File: src/rtl/mul16_seq_pkg.sv
// Shared definitions for the sequential multiplier and the control unit's MUL path.
package mul16_seq_pkg;

  typedef enum logic [1:0] {
    ST_IDLE = 2'd0,
    ST_CALC = 2'd1,
    ST_FIX  = 2'd2,
    ST_DONE = 2'd3
  } mul_state_t;

  // Cycles from the accepting start edge to the cycle in which done is high.
  localparam int unsigned MUL_LATENCY = 18;

  // Control-unit opcodes that route through the multiplier.
  localparam logic [3:0] OP_MUL  = 4'hA;
  localparam logic [3:0] OP_MULU = 4'hB;

  // Product does not fit in 16 bits (signed: upper half is not a sign extension).
  function automatic logic mul_ovf(input logic [31:0] p, input logic sgn);
    if (sgn) return (p[31:16] != {16{p[15]}});
    else     return (p[31:16] != 16'h0000);
  endfunction

endpackage

File: src/rtl/mul16_seq_add32.sv
// 32-bit ripple adder shared with the processor datapath.
module add32 (
  input  logic [31:0] i_a,
  input  logic [31:0] i_b,
  input  logic        i_cin,
  output logic [31:0] o_s,
  output logic        o_cout
);

  logic [32:0] w_sum;

  // Single full-width add; carry out taken from bit 32.
  always_comb begin
    w_sum  = {1'b0, i_a} + {1'b0, i_b} + {32'd0, i_cin};
    o_s    = w_sum[31:0];
    o_cout = w_sum[32];
  end

endmodule

File: src/rtl/mul16_seq.sv
// Multi-cycle 16x16 -> 32 shift-and-add multiplier. Operands are reduced to
// magnitudes on start, accumulated over 16 cycles through the shared adder,
// and the sign is applied in one extra FIX cycle through the same adder.
module mul16_seq
  import mul16_seq_pkg::*;
#(
  parameter int unsigned WIDTH = 16,
  parameter int unsigned CNT_W = 5
) (
  input  logic               clk,
  input  logic               rst,
  input  logic               start,
  input  logic               is_signed,
  input  logic [WIDTH-1:0]   a,
  input  logic [WIDTH-1:0]   b,
  output logic               busy,
  output logic               done,
  output logic [2*WIDTH-1:0] product,
  output logic               ovf
);

  mul_state_t r_state, w_next;

  logic               r_sgn;
  logic               r_neg;
  logic [2*WIDTH-1:0] r_mcand;
  logic [WIDTH-1:0]   r_mplr;
  logic [2*WIDTH-1:0] r_acc;
  logic [CNT_W-1:0]   r_cnt;
  logic [2*WIDTH-1:0] r_product;
  logic               r_ovf;

  logic [WIDTH-1:0]   w_a_mag;
  logic [WIDTH-1:0]   w_b_mag;
  logic [2*WIDTH-1:0] w_add_a;
  logic [2*WIDTH-1:0] w_add_b;
  logic               w_add_cin;
  logic [2*WIDTH-1:0] w_sum;
  logic               w_unused_cout;

  // Operand magnitudes; 0x8000 negates to itself, which is its correct unsigned magnitude.
  always_comb begin
    w_a_mag = (is_signed && a[WIDTH-1]) ? (~a + 1'b1) : a;
    w_b_mag = (is_signed && b[WIDTH-1]) ? (~b + 1'b1) : b;
  end

  // Adder operand mux: accumulate in CALC, conditional two's-complement in FIX.
  always_comb begin
    w_add_a   = '0;
    w_add_b   = '0;
    w_add_cin = 1'b0;
    case (r_state)
      ST_CALC: begin
        w_add_a = r_acc;
        w_add_b = r_mplr[0] ? r_mcand : '0;
      end
      ST_FIX: begin
        w_add_a   = r_neg ? ~r_acc : r_acc;
        w_add_cin = r_neg;
      end
      default: ;
    endcase
  end

  add32 u_add (
    .i_a    (w_add_a),
    .i_b    (w_add_b),
    .i_cin  (w_add_cin),
    .o_s    (w_sum),
    .o_cout (w_unused_cout)
  );

  // State register.
  always_ff @(posedge clk) begin
    if (rst) r_state <= ST_IDLE;
    else     r_state <= w_next;
  end

  // Next-state and handshake outputs.
  always_comb begin
    w_next = r_state;
    busy   = 1'b0;
    done   = 1'b0;
    case (r_state)
      ST_IDLE: if (start) w_next = ST_CALC;
      ST_CALC: begin
        busy = 1'b1;
        if (r_cnt == CNT_W'(WIDTH - 1)) w_next = ST_FIX;
      end
      ST_FIX: begin
        busy   = 1'b1;
        w_next = ST_DONE;
      end
      ST_DONE: begin
        done   = 1'b1;
        w_next = ST_IDLE;
      end
      default: w_next = ST_IDLE;
    endcase
  end

  // Datapath: operand capture, shift-and-add iterations, result commit.
  always_ff @(posedge clk) begin
    if (rst) begin
      r_sgn     <= 1'b0;
      r_neg     <= 1'b0;
      r_mcand   <= '0;
      r_mplr    <= '0;
      r_acc     <= '0;
      r_cnt     <= '0;
      r_product <= '0;
      r_ovf     <= 1'b0;
    end else begin
      case (r_state)
        ST_IDLE: if (start) begin
          r_sgn   <= is_signed;
          r_neg   <= is_signed & (a[WIDTH-1] ^ b[WIDTH-1]);
          r_mcand <= {{WIDTH{1'b0}}, w_a_mag};
          r_mplr  <= w_b_mag;
          r_acc   <= '0;
          r_cnt   <= '0;
        end
        ST_CALC: begin
          r_acc   <= w_sum;
          r_mcand <= r_mcand << 1;
          r_mplr  <= r_mplr >> 1;
          r_cnt   <= r_cnt + 1'b1;
        end
        ST_FIX: begin
          r_product <= w_sum;
          r_ovf     <= mul_ovf(w_sum, r_sgn);
        end
        default: ;
      endcase
    end
  end

  assign product = r_product;
  assign ovf     = r_ovf;

endmodule

File: config.mk
export PLATFORM = sky130hd
export DESIGN_NAME = mul16_seq
export DESIGN_NICKNAME = d
export VERILOG_FILES = /design/src/rtl/mul16_seq_pkg.sv /design/src/rtl/mul16_seq_add32.sv /design/src/rtl/mul16_seq.sv
export SDC_FILE = /design/constraint.sdc
export NUM_CORES = 1
export LEC_CHECK = 0
export CAP_MARGIN = 10
export CORE_UTILIZATION = 30
export CTS_CLUSTER_SIZE = 20
export DETAILED_ROUTE_END_ITERATION = 6
export PLACE_DENSITY = 0.43
export SYNTH_ARGS = -nofsm -noshare
export SYNTH_HDL_FRONTEND = slang
export SYNTH_SLANG_ARGS = --single-unit
File: constraint.sdc
create_clock -name clk -period 7.75 [get_ports clk]
set_input_delay 1.1625 -clock clk [delete_from_list [all_inputs] [get_ports clk]]
set_output_delay 1.1625 -clock clk [all_outputs]
set_load 0.05 [all_outputs]
==> results.ini, run 1 <==
[worst_setup_path]
cp.required_ns = 8.02
r2r_setup_slack_ns = 2.17
critPathLaunchType = flop
path_max_fanout = 23
ff2ff_path_depth = 20
end_kind = flop
r2r-end = ovf$_SDFFE_PP0N_
path_class = reg2reg
arrival_ns = 5.85
r2r-start = r_state[0]$_SDFFE_PP0P_

[synth]
syn_inst = 985
synth_area_leaders = dfxtp_1 31%, nor2_1 8.2%, ha_1 6.3%
synth_nets = 1062
ys_seq_area_frac = 0.315
synth_top_area_frac = 0.315
yosys.area_share.xor_xnor = 0.0653
yosys_warnings = 0
syn_area_sq_um = 7760
yosys.area_share.adder = 0.0680
syn_area_per_cell_sq_um = 7.88
synth_top_family_by_area = compound AO/OA/AOI/OAI gates
yosysUniqueCellTypes = 72
synth_enable_flop_cells = 0
synth_simple_gate_area_frac = 0.232
synth_seq_cells = 122
synth_compound_area_frac = 0.239
async_reset_ff_frac = 0
synth_largest_area_cell = dfxtp_1
muxShareOfSynthArea = 0.0400
synth_ff_type = dfxtp_1

[clocking]
clk_pin_slew_ns = 0.06
cts_hold_repair.buffers = 0
cts-htree-levels = 4
cts_setup_buffers = 0
cts-root-buf = clkbuf_16
cts_max_path_buffers = 2
cts_resized = 0
cts_sinks = 122
cts_buffers = 17
cts_tree = yes
clk_latency_ns = 0.43

[cells_and_area]
final_common_cell = nor2_1
multi_input_area_sq_um = 5010
final_cells = 1357
final_area_sq_um = 9320
nNetsFinal = 1091
area_growth_pct = 20.0
seqCellArea_sq_um = 2440
layout_common_cells = 170 x nor2_1, 122 x dfxtp_1, 83 x a21oi_1, 73 x nand2_1, 69 x clkdlybuf4s50_1
fillers = 2634
drive_gt1_frac = 0.0663
final_util = 0.369

[place]
place_congestion = 0.841
postPlaceCellArea_sq_um = 8690
post-dp-hpwl_um = 15900
dpl.cell_count = 1325
io_buffers = 70

[sta]
hold_ws_ns = 0.454
worst_pin_slew_ns = 0.954
clock_skew_ns = 0.00781
hold_violations = 0
slew-limit-headroom = 0.364
rsz0062_at_grt = false
period_share = 0.720
drv_slew = 0
fin_tns_setup_ns = 0
setup_viol = 0
fmax_ghz = 0.179
fin_crit_ns = 5.58

[global_route]
grt_pass1_wl_um = 37800
grt_pass1_vias = 6910
antenna_found_initial = 0
grt-ovfl-total = 0
grtUsageTotal = 0.181
grt_max_degree = 86

[routing]
drc_errors = 1
via_per_inst = 5.16
via_count = 7008
first_iter_violations = 449
dr.pass1.iters = 7
wire_per_inst_um = 17.0
ant_nets = 0
routed_wl_um = 23100

[run]
max_cap_violations = 0

[min_path]
hold_start = r_mplr[7]$_SDFFE_PP0P_
holdPathStages = 2
hp-class = reg2reg
worstHoldEndpoint = r_mplr[7]$_SDFFE_PP0P_

[die]
dieArea_sq_um = 26500
design.core.area_sq_um = 25300
initial_utilization = 0.307
die_h_um = 163
rows = 58
die_x_um = 163
io_pins = 71

[outcome]
status = complete, but fails checks
violations = DRC

[power_and_ir_drop]
p_leak_uw = 0.00365
p_per_area_nw_per_um2 = 270
vdd_drop_max_mv = 0.156

==> routing by layer <==
| layer | global-route usage | wire length, um | vias up |
|---|---|---|---|
| met5 | 0 | 0 | - |
| li1 | - | - | 3587 |
| met3 | 0.0260 | 554 | 17 |
| met4 | 0.0493 | 242 | 0 |
| met1 | 0.249 | 11700 | 3296 |
| met2 | 0.294 | 10600 | 108 |
==> synthesized netlist by cell type, drive strengths merged, types with 4 or more instances <==
master,n
o21a,7
o21ai,39
nor4,5
clkbuf,61
a31oi,4
buf,10
nand4,7
nand3,13
a21o,11
nor2b,31
a222oi,14
nand2,73
and3,37
xor2,19
a22oi,49
xnor2,38
a211oi,10
o211ai,9
ha,39
nor2,170
mux2i,31
and2,11
a31o,4
nand2b,9
a21oi,84
inv,12
nor3,11
o31ai,8
dfxtp,122
or3,6
==> logic make-up after synthesis <==
kind of cell	after synthesis
multiplexers	31
adder cells (fa/ha/maj)	41
AND/OR/NAND/NOR	384
buffers and inverters	83
flip-flops	122
XOR/XNOR	57
AO/OA/AOI/OAI	267
==> worst max-delay path, stage by stage, from the launching register on <==
cell and delay [ns]:
dfxtp_1 0.34, inv_1 0.11, ha_2 0.49, buf_4 0.45, inv_1 0.25, o21ai_2 0.20, nand2_1 0.06, o21ai_0 0.11
nand2_1 0.11, fa_1 0.44, fa_1 0.41, nand2b_1 0.18, a21oi_1 0.17, o21ai_1 0.25, o311a_1 0.47, o21ai_2 0.22
xor2_1 0.32, inv_1 0.11, a2111oi_0 0.49, o211a_1 0.22, nor4_2 0.05
==> final cells by class <==
class | instances | area share
Sequential cell | 122 | 0.262
Antenna cell | 1 | 0.000269
Inverter | 12 | 0.00483
Tap cell | 330 | 0.0443
Clock inverter | 10 | 0.0150
Clock buffer | 21 | 0.0516
Timing Repair Buffer | 81 | 0.0838
Multi-Input combinational cell | 780 | 0.538
==> flip-flops by register name, indices dropped and copies added (netlist names), 2 cells and up <==
name and cells:
r_mcand 32, r_state 2, r_cnt 5, r_mplr 16
r_acc 32, product 32
==> worst max path at each step <==
stage	start	endpoint	slack [ns]	cells after the start
final	r_state[0]$_SDFFE_PP0P_	ovf$_SDFFE_PP0N_	2.17	20
after detailed placement	r_state[0]$_SDFFE_PP0P_	ovf$_SDFFE_PP0N_	2.15	20
after CTS	r_state[0]$_SDFFE_PP0P_	ovf$_SDFFE_PP0N_	2.13	20
after floorplan	r_state[0]$_SDFFE_PP0P_	ovf$_SDFFE_PP0N_	3.08	21
after global placement	r_state[0]$_SDFFE_PP0P_	ovf$_SDFFE_PP0N_	2.34	20
after global routing	r_state[0]$_SDFFE_PP0P_	ovf$_SDFFE_PP0N_	1.64	20
==> per-stage QoR <==
stage	power [uW]	setup WS (ns)
finish	2520	2.17
global route	2660	1.64
CTS	2550	2.13
detailed placement	1690	2.15
global placement	1690	2.34
floorplan	1390	3.08
==> power by group <==
| part | leakage [uW] | internal (uW) | switching (uW) |
|---|---|---|---|
| combinational | 0.00236 | 278 | 632 |
| sequential | 0.000988 | 700 | 53.5 |
| clock | 0.000298 | 539 | 314 |
Power figures use the tool's default switching activity.
==> run 2, diff against run 1 <==
==> constraint.sdc (replaced) <==
create_clock -name clk -period 5.8 [get_ports clk]
set_input_delay 0.87 -clock clk [delete_from_list [all_inputs] [get_ports clk]]
set_output_delay 0.87 -clock clk [all_outputs]
set_load 0.05 [all_outputs]
==> run 2 against run 1 <==
Compared with the run above: the run now ends clean; setup slack got worse by 1.1 ns; wire length is 0.60% lower; design area shrank 0.20%; critical path type unchanged; cell count is essentially flat; count of clock-buffer cells in the layout did not move; hold slack got worse by 0.0035 ns; combinational power up 33%; register-to-register slack worse by 1.1 ns; highest routed layer unchanged; via count grew 0.13%; fmax up 19%.
==> results.ini, run 2 (same netlist as run 1, synthesis figures left out) <==
[cells_and_area]
fillers = 2651  ; +0.65%
final_common_cell = nor2_1
final_cells = 1358  ; +0.074%
layout_common_cells = 170 x nor2_1, 122 x dfxtp_1, 83 x a21oi_1, 73 x nand2_1, 69 x clkdlybuf4s50_1
nNetsFinal = 1092  ; +0.092%
multi_input_area_sq_um = 5010  ; unchanged
area_growth_pct = 19.7
drive_gt1_frac = 0.0652  ; -0.00110
diodes = 0  ; -1
seqCellArea_sq_um = 2440  ; unchanged

[global_route]
grt-ovfl-total = 0  ; unchanged
grt_max_degree = 67  ; -22%
grt_pass1_vias = 6890  ; -0.29%
grtUsageTotal = 0.179  ; -0.00213
antenna_found_initial = 0  ; unchanged
grt_pass1_wl_um = 37400  ; -1.0%

[sta]
setup_viol = 0  ; unchanged
fmax_ghz = 0.213  ; +19%
hold_ws_ns = 0.450  ; -0.00348 ns
slew-limit-headroom = 0.406  ; +0.0422
drv_slew = 0  ; unchanged
rsz0062_at_grt = false
worst_pin_slew_ns = 0.884  ; -0.0697 ns
fin_tns_setup_ns = 0  ; unchanged
period_share = 0.810  ; +0.0901
fin_crit_ns = 4.70  ; -0.881 ns
hold_violations = 0  ; unchanged
clock_skew_ns = 0.0104  ; +0.00258 ns

[clocking]
cts_buffers = 17  ; unchanged
cts_resized = 0  ; unchanged
cts_max_path_buffers = 2  ; unchanged
cts_setup_buffers = 0  ; unchanged
clk_pin_slew_ns = 0.06  ; about the same
cts_tree = yes
cts-htree-levels = 4  ; unchanged
cts-root-buf = clkbuf_16
cts_hold_repair.buffers = 0  ; unchanged
clk_latency_ns = 0.43  ; about the same
cts_sinks = 122  ; unchanged

[place]
dpl.cell_count = 1326  ; +0.075%
io_buffers = 70  ; unchanged
post-dp-hpwl_um = 15800  ; -0.53%
place_congestion = 0.847  ; +0.70%

[min_path]
hp-class = reg2reg
worstHoldEndpoint = r_mplr[7]$_SDFFE_PP0P_
hold_start = r_mplr[7]$_SDFFE_PP0P_
holdPathStages = 2  ; unchanged

[routing]
routed_wl_um = 23000  ; -0.60%
ant_nets = 0  ; unchanged
drc_errors = 0  ; -1
first_iter_violations = 428  ; -4.7%
wire_per_inst_um = 16.9  ; -0.67%
via_per_inst = 5.17  ; about the same
dr.pass1.iters = 5  ; -2
via_count = 7017  ; +0.13%

[worst_setup_path]
path_class = reg2reg
critPathLaunchType = flop
r2r_setup_slack_ns = 1.10  ; -1.07 ns
path_max_fanout = 31  ; +35%
ff2ff_path_depth = 19  ; -5.0%
r2r-end = ovf$_SDFFE_PP0N_
cp.required_ns = 6.08  ; -1.94 ns
arrival_ns = 4.98  ; -0.87 ns
max_stage_delay_ns = 0.44  ; -0.05 ns
cp_cell_sequence = inv_1 > ha_2 > inv_1 > o21ai_2 > buf_4 > nand2_1 > o21ai_0 > nand2_1 > fa_1 > nand2b_1 > a21oi_1 > o21ai_1 > o21ai_0 > a21oi_1 > xnor2_1 > or3_1 > o31a_1 > nor4b_2 > nor4_2
cp_slowest_cell = fa_1
critical_path_buf_inv_count = 3  ; -1
end_kind = flop
r2r-start = r_state[0]$_SDFFE_PP0P_
crit_family = compound AO/OA/AOI/OAI gates

[run]
max_cap_violations = 0  ; unchanged

[power_and_ir_drop]
vdd_drop_max_mv = 0.265  ; +70%
finalPower_uw = 3320  ; +32%
p_leak_uw = 0.00364  ; -0.17%
p_per_area_nw_per_um2 = 357  ; +32%

[die]
design.core.area_sq_um = 25300  ; unchanged
initial_utilization = 0.307  ; unchanged
die_x_um = 163  ; unchanged
rows = 58  ; unchanged
dieArea_sq_um = 26500  ; unchanged
die_h_um = 163  ; unchanged
io_pins = 71  ; unchanged

[outcome]
status = completed

run 2: changes by cell type in the layout (fill, tap and decap cells not counted):
| cell | change |
|---|---|
| clkbuf_8 | -3 |
| clkinvlp_4 | -1 |
| buf_4 | +1 |
| clkbuf_1 | +3 |
| clkinv_4 | +2 |
| clkinv_2 | +1 |
| inv_6 | -1 |
| diode_2 | -1 |
run 2: worst min-delay path: cells and delay by family (launching register included):
family	cells	cell delay [ns]
flip-flops	1	0.31
AND/OR/NAND/NOR	1	0.05
AO/OA/AOI/OAI	1	0.05
run 2: stage by stage:
stage / instance area, sq um / utilization / setup slack, ns
after detailed placement: 8700 / 0.345 / 1.15
after global routing: 9300 / 0.368 / 0.734
after global placement: 8700 / 0.345 / 1.22
after floorplan: 7760 / - / 1.13
final: 9300 / 0.368 / 1.10
after CTS: 9300 / 0.368 / 1.12
run 2: final cells by class:
type                       instances  share of cell area
multi-input combinational        780               0.539
sequential                       122               0.263
timing repair buffer              82              0.0848
clock buffer                      21              0.0484
tap                              330              0.0444
clock inverter                    11              0.0157
inverter                          12             0.00484
run 2: power by group:
group / total [uW] / switching (uW) / internal [uW]
Combinational: 1210 / 832 / 374
Sequential: 1020 / 80.7 / 935
Clock: 1100 / 416 / 686
Total: 3320 / 1330 / 2000
run 2: worst max path at each step:
stage,start,to,slack (ns),cells past startpoint
2_1_floorplan,r_state[0]$_SDFFE_PP0P_,ovf$_SDFFE_PP0N_,1.13,21
3_3_place_gp,r_state[0]$_SDFFE_PP0P_,ovf$_SDFFE_PP0N_,1.22,19
3_5_place_dp,r_state[0]$_SDFFE_PP0P_,ovf$_SDFFE_PP0N_,1.15,19
4_1_cts,r_state[0]$_SDFFE_PP0P_,ovf$_SDFFE_PP0N_,1.12,19
5_1_grt,r_state[0]$_SDFFE_PP0P_,ovf$_SDFFE_PP0N_,0.73,19
6_report,r_state[0]$_SDFFE_PP0P_,ovf$_SDFFE_PP0N_,1.10,19
run 2: routing by layer:
layer / global-route usage / wire (um) / up-vias
li1: - / - / 3592
met4: 0.0514 / 386 / 0
met1: 0.244 / 11600 / 3277
met5: 0 / 0 / -
met3: 0.0288 / 625 / 23
met2: 0.289 / 10400 / 125
